<file path="src/rtl/mdu.sv">
// mdu: RV32M multiply/divide unit. Iterative shift-add multiplier and restoring divider, one result slot.
// Optional define MDU_FAST_MUL_EN: every MUL* op completes in a single cycle through a combinational multiply.
module mdu #(
  parameter int TAG_WIDTH = 6,
  parameter int XLEN      = 32
) (
  input  logic                 clk,
  input  logic                 rst,
  input  logic                 flush,
  input  logic                 in_valid,
  input  logic [2:0]           in_funct3,
  input  logic [XLEN-1:0]      in_a,
  input  logic [XLEN-1:0]      in_b,
  input  logic [TAG_WIDTH-1:0] in_tag,
  output logic                 fu_rdy,
  output logic                 out_valid,
  output logic [XLEN-1:0]      out_result,
  output logic [TAG_WIDTH-1:0] out_tag,
  input  logic                 out_rdy
);
  // state  | meaning
  // S_IDLE | ready to accept an operation
  // S_MUL  | shift-add multiply, one multiplier bit per cycle
  // S_DIV  | restoring divide, one quotient bit per cycle
  // S_DONE | result held for the CDB until out_rdy
  typedef enum logic [1:0] {S_IDLE, S_MUL, S_DIV, S_DONE} state_t;
  state_t state_q, state_d;

  logic [2*XLEN-1:0]    acc_q, acc_step, prod_fix;
  logic [XLEN-1:0]      opb_q, res_q, mag_a, mag_b, quo_fix, rem_fix, special_res, finish_res;
  logic [XLEN:0]        hi_sum, rem_shift, rem_diff;
  logic [2:0]           f3_q;
  logic [TAG_WIDTH-1:0] tag_q;
  logic [5:0]           cnt_q;
  logic                 neg_q, sa_q;
  logic                 signed_a, signed_b, sa, sb, is_div, div_zero, div_ovf, special;
  logic                 accept, last_iter;

  assign fu_rdy     = (state_q == S_IDLE);
  assign out_valid  = (state_q == S_DONE);
  assign out_result = res_q;
  assign out_tag    = tag_q;
  assign accept     = in_valid && fu_rdy && !flush;
  assign last_iter  = (cnt_q == 6'(XLEN-1));

  always_comb begin
    signed_a    = (in_funct3 != 3'd3) && (in_funct3 != 3'd5) && (in_funct3 != 3'd7);
    signed_b    = signed_a && (in_funct3 != 3'd2);
    sa          = signed_a & in_a[XLEN-1];
    sb          = signed_b & in_b[XLEN-1];
    mag_a       = sa ? -in_a : in_a;
    mag_b       = sb ? -in_b : in_b;
    is_div      = in_funct3[2];
    div_zero    = (in_b == '0);
    div_ovf     = !in_funct3[0] && (in_a == {1'b1, {(XLEN-1){1'b0}}}) && (in_b == '1);
    special     = is_div && (div_zero || div_ovf);
    if (div_zero)
      special_res = in_funct3[1] ? in_a : '1;
    else
      special_res = in_funct3[1] ? '0 : {1'b1, {(XLEN-1){1'b0}}};
  end

  // acc_q holds {partial product, multiplier} or {partial remainder, dividend/quotient}
  always_comb begin
    hi_sum    = {1'b0, acc_q[2*XLEN-1:XLEN]} + {1'b0, opb_q};
    rem_shift = {acc_q[2*XLEN-1:XLEN], acc_q[XLEN-1]};
    rem_diff  = rem_shift - {1'b0, opb_q};
    acc_step  = acc_q;
    if (state_q == S_MUL) begin
      if (acc_q[0])
        acc_step = {hi_sum, acc_q[XLEN-1:1]};
      else
        acc_step = {1'b0, acc_q[2*XLEN-1:1]};
    end else if (state_q == S_DIV) begin
      if (!rem_diff[XLEN])
        acc_step = {rem_diff[XLEN-1:0], acc_q[XLEN-2:0], 1'b1};
      else
        acc_step = {rem_shift[XLEN-1:0], acc_q[XLEN-2:0], 1'b0};
    end
  end

  always_comb begin
    prod_fix = neg_q ? -acc_step : acc_step;
    quo_fix  = neg_q ? -acc_step[XLEN-1:0] : acc_step[XLEN-1:0];
    rem_fix  = sa_q ? -acc_step[2*XLEN-1:XLEN] : acc_step[2*XLEN-1:XLEN];
    if (state_q == S_MUL)
      finish_res = (f3_q == 3'd0) ? prod_fix[XLEN-1:0] : prod_fix[2*XLEN-1:XLEN];
    else
      finish_res = f3_q[1] ? rem_fix : quo_fix;
  end

`ifdef MDU_FAST_MUL_EN
  // 2*XLEN-wide product of sign-extended operands equals the signed (XLEN+1)-bit product mod 2^(2*XLEN)
  logic [2*XLEN-1:0] fast_a, fast_b, fast_prod;
  logic [XLEN-1:0]   fast_res;
  always_comb begin
    fast_a    = {{XLEN{sa}}, in_a};
    fast_b    = {{XLEN{sb}}, in_b};
    fast_prod = fast_a * fast_b;
    fast_res  = (in_funct3 == 3'd0) ? fast_prod[XLEN-1:0] : fast_prod[2*XLEN-1:XLEN];
  end
`endif

  always_ff @(posedge clk or posedge rst) begin
    if (rst) state_q <= S_IDLE;
    else     state_q <= state_d;
  end

  always_comb begin
    state_d = state_q;
    case (state_q)
      S_IDLE: begin
        if (accept) begin
          if (is_div)
            state_d = special ? S_DONE : S_DIV;
          else
`ifdef MDU_FAST_MUL_EN
            state_d = S_DONE;
`else
            state_d = S_MUL;
`endif
        end
      end
      S_MUL, S_DIV: if (last_iter) state_d = S_DONE;
      S_DONE:       if (out_rdy) state_d = S_IDLE;
      default:      state_d = S_IDLE;
    endcase
    if (flush) state_d = S_IDLE;
  end

  always_ff @(posedge clk or posedge rst) begin
    if (rst) begin
      acc_q <= '0;
      opb_q <= '0;
      res_q <= '0;
      f3_q  <= '0;
      tag_q <= '0;
      cnt_q <= '0;
      neg_q <= 1'b0;
      sa_q  <= 1'b0;
    end else if (accept) begin
      acc_q <= {{XLEN{1'b0}}, mag_a};
      opb_q <= mag_b;
      f3_q  <= in_funct3;
      tag_q <= in_tag;
      cnt_q <= '0;
      neg_q <= sa ^ sb;
      sa_q  <= sa;
      if (special)
        res_q <= special_res;
`ifdef MDU_FAST_MUL_EN
      else if (!is_div)
        res_q <= fast_res;
`endif
    end else if (!flush && (state_q == S_MUL || state_q == S_DIV)) begin
      acc_q <= acc_step;
      cnt_q <= cnt_q + 6'd1;
      if (last_iter) res_q <= finish_res;
    end
  end
endmodule
</file>
<file path="config.mk">
export PLATFORM = sky130hd
export DESIGN_NAME = mdu
export DESIGN_NICKNAME = d
export VERILOG_FILES = /design/src/rtl/mdu.sv
export SDC_FILE = /design/constraint.sdc
export NUM_CORES = 1
export LEC_CHECK = 0
export CAP_MARGIN = 20
export CORE_ASPECT_RATIO = 0.7
export CORE_MARGIN = 1.5
export CORE_UTILIZATION = 45
export CTS_CLUSTER_SIZE = 20
export DETAILED_ROUTE_END_ITERATION = 16
export GPL_TIMING_DRIVEN = 0
export SYNTH_ARGS = -nofsm -noshare
export SYNTH_HDL_FRONTEND = slang
export SYNTH_SLANG_ARGS = --single-unit
</file>
<file path="constraint.sdc">
create_clock -name clk -period 5.8 [get_ports clk]
set_input_delay 1.45 -clock clk [delete_from_list [all_inputs] [get_ports clk]]
set_output_delay 1.45 -clock clk [all_outputs]
set_load 0.01 [all_outputs]
</file>
==> reports/metrics.yaml <==
synthesis:
  synth_area_leaders: "dfrtp_1 (22%), nand2_1 (6.9%), a21oi_1 (6.7%)"
  syn-mean-instance-area_um2: 7.13
  postSynthCellCount: 2335
  netlist_area_um2: 16700
  synth_edf_count: 0
  synth_top_cell_area_share: 0.221
  syn_nets: 2489
  seq_area_frac_synth: 0.221
  synth.largest_area_cell: "dfrtp_1"
  async_reset_ff_frac: 1.00
  synth_seq_cells: 147
  ys.flop_type: "dfrtp_1"
  yosys_warnings: 0
  synth_cell_types: 89
sta:
  fin_skew_ns: 0.0127
  period_share: 0.997
  finalHoldViolCount: 0
  setup_ws_ns: 0.0175
  setup_viol: 0
  max_freq_ghz: 0.173
  worst_pin_slew_ns: 1.18
  period_minus_slack_ns: 5.78
  max-slew-margin-rel: 0.200
  slew_violations: 0
routing:
  num_vias: 20400
  drt_pre_antenna_iters: 6
  wl_per_cell_um: 27.7
  vias_per_cell: 6.82
  wirelength_um: 83200
  drtIter0Drc: 3165
  final_antenna_net_count: 0
  drc: 0
finish:
  final_common_cell: "nand2_1"
  antenna_cells: 0
  layout.nets: 2660
  fin_util: 0.547
  regArea_um2: 3680
  areaGrowthSynthToFinish_pct: 18.9
  fillers: 3564
  mostFrequentLayoutCells: "nand2_1 (306), nor2_1 (222), a21oi_1 (220)"
  multi_input_area_um2: 12400
  final_layout_size_suffix_gt1_frac: 0.0782
floorplanning:
  rows: 58
  die_area_um2: 38200
  ioPinCount: 118
  fp.dieW_um: 233
  coreArea_um2: 36200
  start_util: 0.460
  die_h_um: 164
grt:
  gr-total-overflow: 0
  grt_pass1_wl_um: 121000
  grt_pass1_vias: 18200
  grt_max_degree: 95
  antenna_found_initial: 0
  grt_use_total: 0.430
worst_setup_path:
  crit_type: "flip-flop to flip-flop"
  reg2reg_slack_ns: 0.02
  endpoint_kind: "flip-flop"
  worstPathArrival_ns: 6.18
  crit_path_start_kind: "flip-flop"
  required_ns: 6.20
  critPathMaxFanout: 10
clock_tree:
  root_buffer: "clkbuf_16"
  numClockSinks: 147
  cts.htree.levels: 4
  clkLatencyLatePin_ns: 0.48
  cts_buffers: 17
  clkTransAtPathRegs_ns: 0.07
  hold_buffers: 0
  clockBufferDepth: 2
  cts_tree: "done"
pwr:
  power_frac_clock: 0.089
  ir_drop_v: 0.000347
  p_int_uw: 5850
  combinationalPowerShare: 0.776
  seqPwrFrac: 0.134
  swShare: 0.601
  switchingPower_uw: 8800
  p_leak_uw: 0.00767
  powerDensity_nw_per_um2: 740
place:
  post-dp-hpwl_um: 66300
  gp_congestion: 1.06
  portBuffers: 116
  pre_cts_ws_ns: -1.94
status:
  status: "finished, final reports clean"
job:
  drv_cap: 0
min_path:
  hold_class: "flip-flop to flip-flop"
-- synth_stat cells (all sizes together) (10+ instances only) --
master and number:
o21a 24, a211oi 75, nor3 47, or4 10, mux2i 42, or2 12, o21ai 199, a221oi 10
a311oi 11, nand2 307, xnor2 78, and3 15, buf 29, a21oi 225, a31oi 53, nor2b 15
inv 89, nor2 223, and2 15, o2111ai 10, nand3 51, nor4 20, ha 74, a211o 15
clkbuf 120, o211ai 36, a21o 20, o41ai 10, nand2b 30, xor2 73, nand4 38, dfrtp 147
o31ai 36, or3 32
-- flip-flops by register name (all words and copies together) (netlist names) --
register,flops
neg_q,1
opb_q,32
sa_q,1
cnt_q,6
f3_q,3
state_q,2
out_tag,6
out_result,32
acc_q,64
-- cells by family after synthesis --
| family | count (synthesis) | share of synthesized area |
|---|---|---|
| AOI/OAI and AO/OA | 836 | 0.325 |
| and+or+nand+nor | 836 | 0.232 |
| xor gates and xnor gates | 151 | 0.0794 |
| adders and majority gates | 76 | 0.0580 |
| DFF | 147 | 0.221 |
| muxes | 47 | 0.0286 |
| buffers and inverters | 242 | 0.0559 |
-- through the flow --
stage / TNS, ns / total power (uW) / hold WS [ns] / std cells / area, um2
floorplan: 0 / 8580 / 0.461 / 2335 / 16700
global placement: -354.35 / 11900 / 0.461 / 2931 / 18400
detailed placement: -47.29 / 12100 / 0.468 / 2939 / 18500
CTS: -0.0621 / 13700 / 0.482 / 2983 / 19500
global route: -0.0554 / 15300 / 0.512 / 2999 / 19800
finish: 0 / 14700 / 0.477 / 2999 / 19800
-- critical path, stage by stage (launching register included) --
cell and delay (ns):
dfrtp_2 0.45, inv_1 0.10, ha_2 0.20, inv_1 0.06, fa_2 0.38, a211oi_2 0.26, o211ai_1 0.23, a32oi_4 0.40
buf_6 0.16, a21oi_4 0.10, a211o_1 0.37, buf_6 0.17, buf_2 0.24, clkbuf_4 0.27, a311oi_1 0.52, and4_1 0.40
nand4_1 0.13, buf_4 0.20, or4_1 0.54, mux2i_1 0.17, nand4_1 0.16, a21oi_1 0.18
-- final cells by class --
type | count | area share
Timing Repair Buffer | 157 | 0.0752
Multi-Input combinational cell | 1946 | 0.627
Sequential cell | 147 | 0.186
Clock buffer | 19 | 0.0224
Clock inverter | 13 | 0.00998
Tap cell | 480 | 0.0303
Inverter | 93 | 0.0179
Buffer | 144 | 0.0314
-- final timing paths --
| path | start | to | cells past startpoint |
|---|---|---|---|
| max | acc_q[31]$_DFFE_PP0P_ | out_result[31]$_DFFE_PP0P_ | 21 |
| min | out_tag[0]$_DFFE_PP0P_ | out_tag[0]$_DFFE_PP0P_ | 2 |
| max reg2reg | acc_q[31]$_DFFE_PP0P_ | out_result[31]$_DFFE_PP0P_ | 21 |
| min reg2reg | out_tag[0]$_DFFE_PP0P_ | out_tag[0]$_DFFE_PP0P_ | 2 |
| max in group asynchronous | rst | acc_q[58]$_DFFE_PP0P_ | 3 |
| min in group asynchronous | rst | acc_q[2]$_DFFE_PP0P_ | 2 |
-- layer usage --
| layer | up-vias | global-route usage | routed length (um) |
|---|---|---|---|
| li1 | 8931 | - | - |
| met1 | 9849 | 0.647 | 37700 |
| met2 | 1475 | 0.538 | 30000 |
| met3 | 188 | 0.192 | 13100 |
| met4 | 5 | 0.102 | 2270 |
| met5 | - | 0.0182 | 131 |
-- power by group through the flow --
stage / sequential (uW) / combinational [uW] / clock [uW]
final: 1970 / 11400 / 1310
after global routing: 1990 / 11900 / 1330
after CTS: 1940 / 10500 / 1290
after detailed placement: 1950 / 10100 / 0
after global placement: 1940 / 9990 / 0
after floorplan: 1730 / 6850 / 0
-- timing repair --
item,4_1_cts,5_1_grt
gates resized for setup,60,58
setup buffers,15,18
pin swaps,12,16
endpoints found under the setup margin,44,34
No activity file was read; power rests on OpenSTA's default activity.
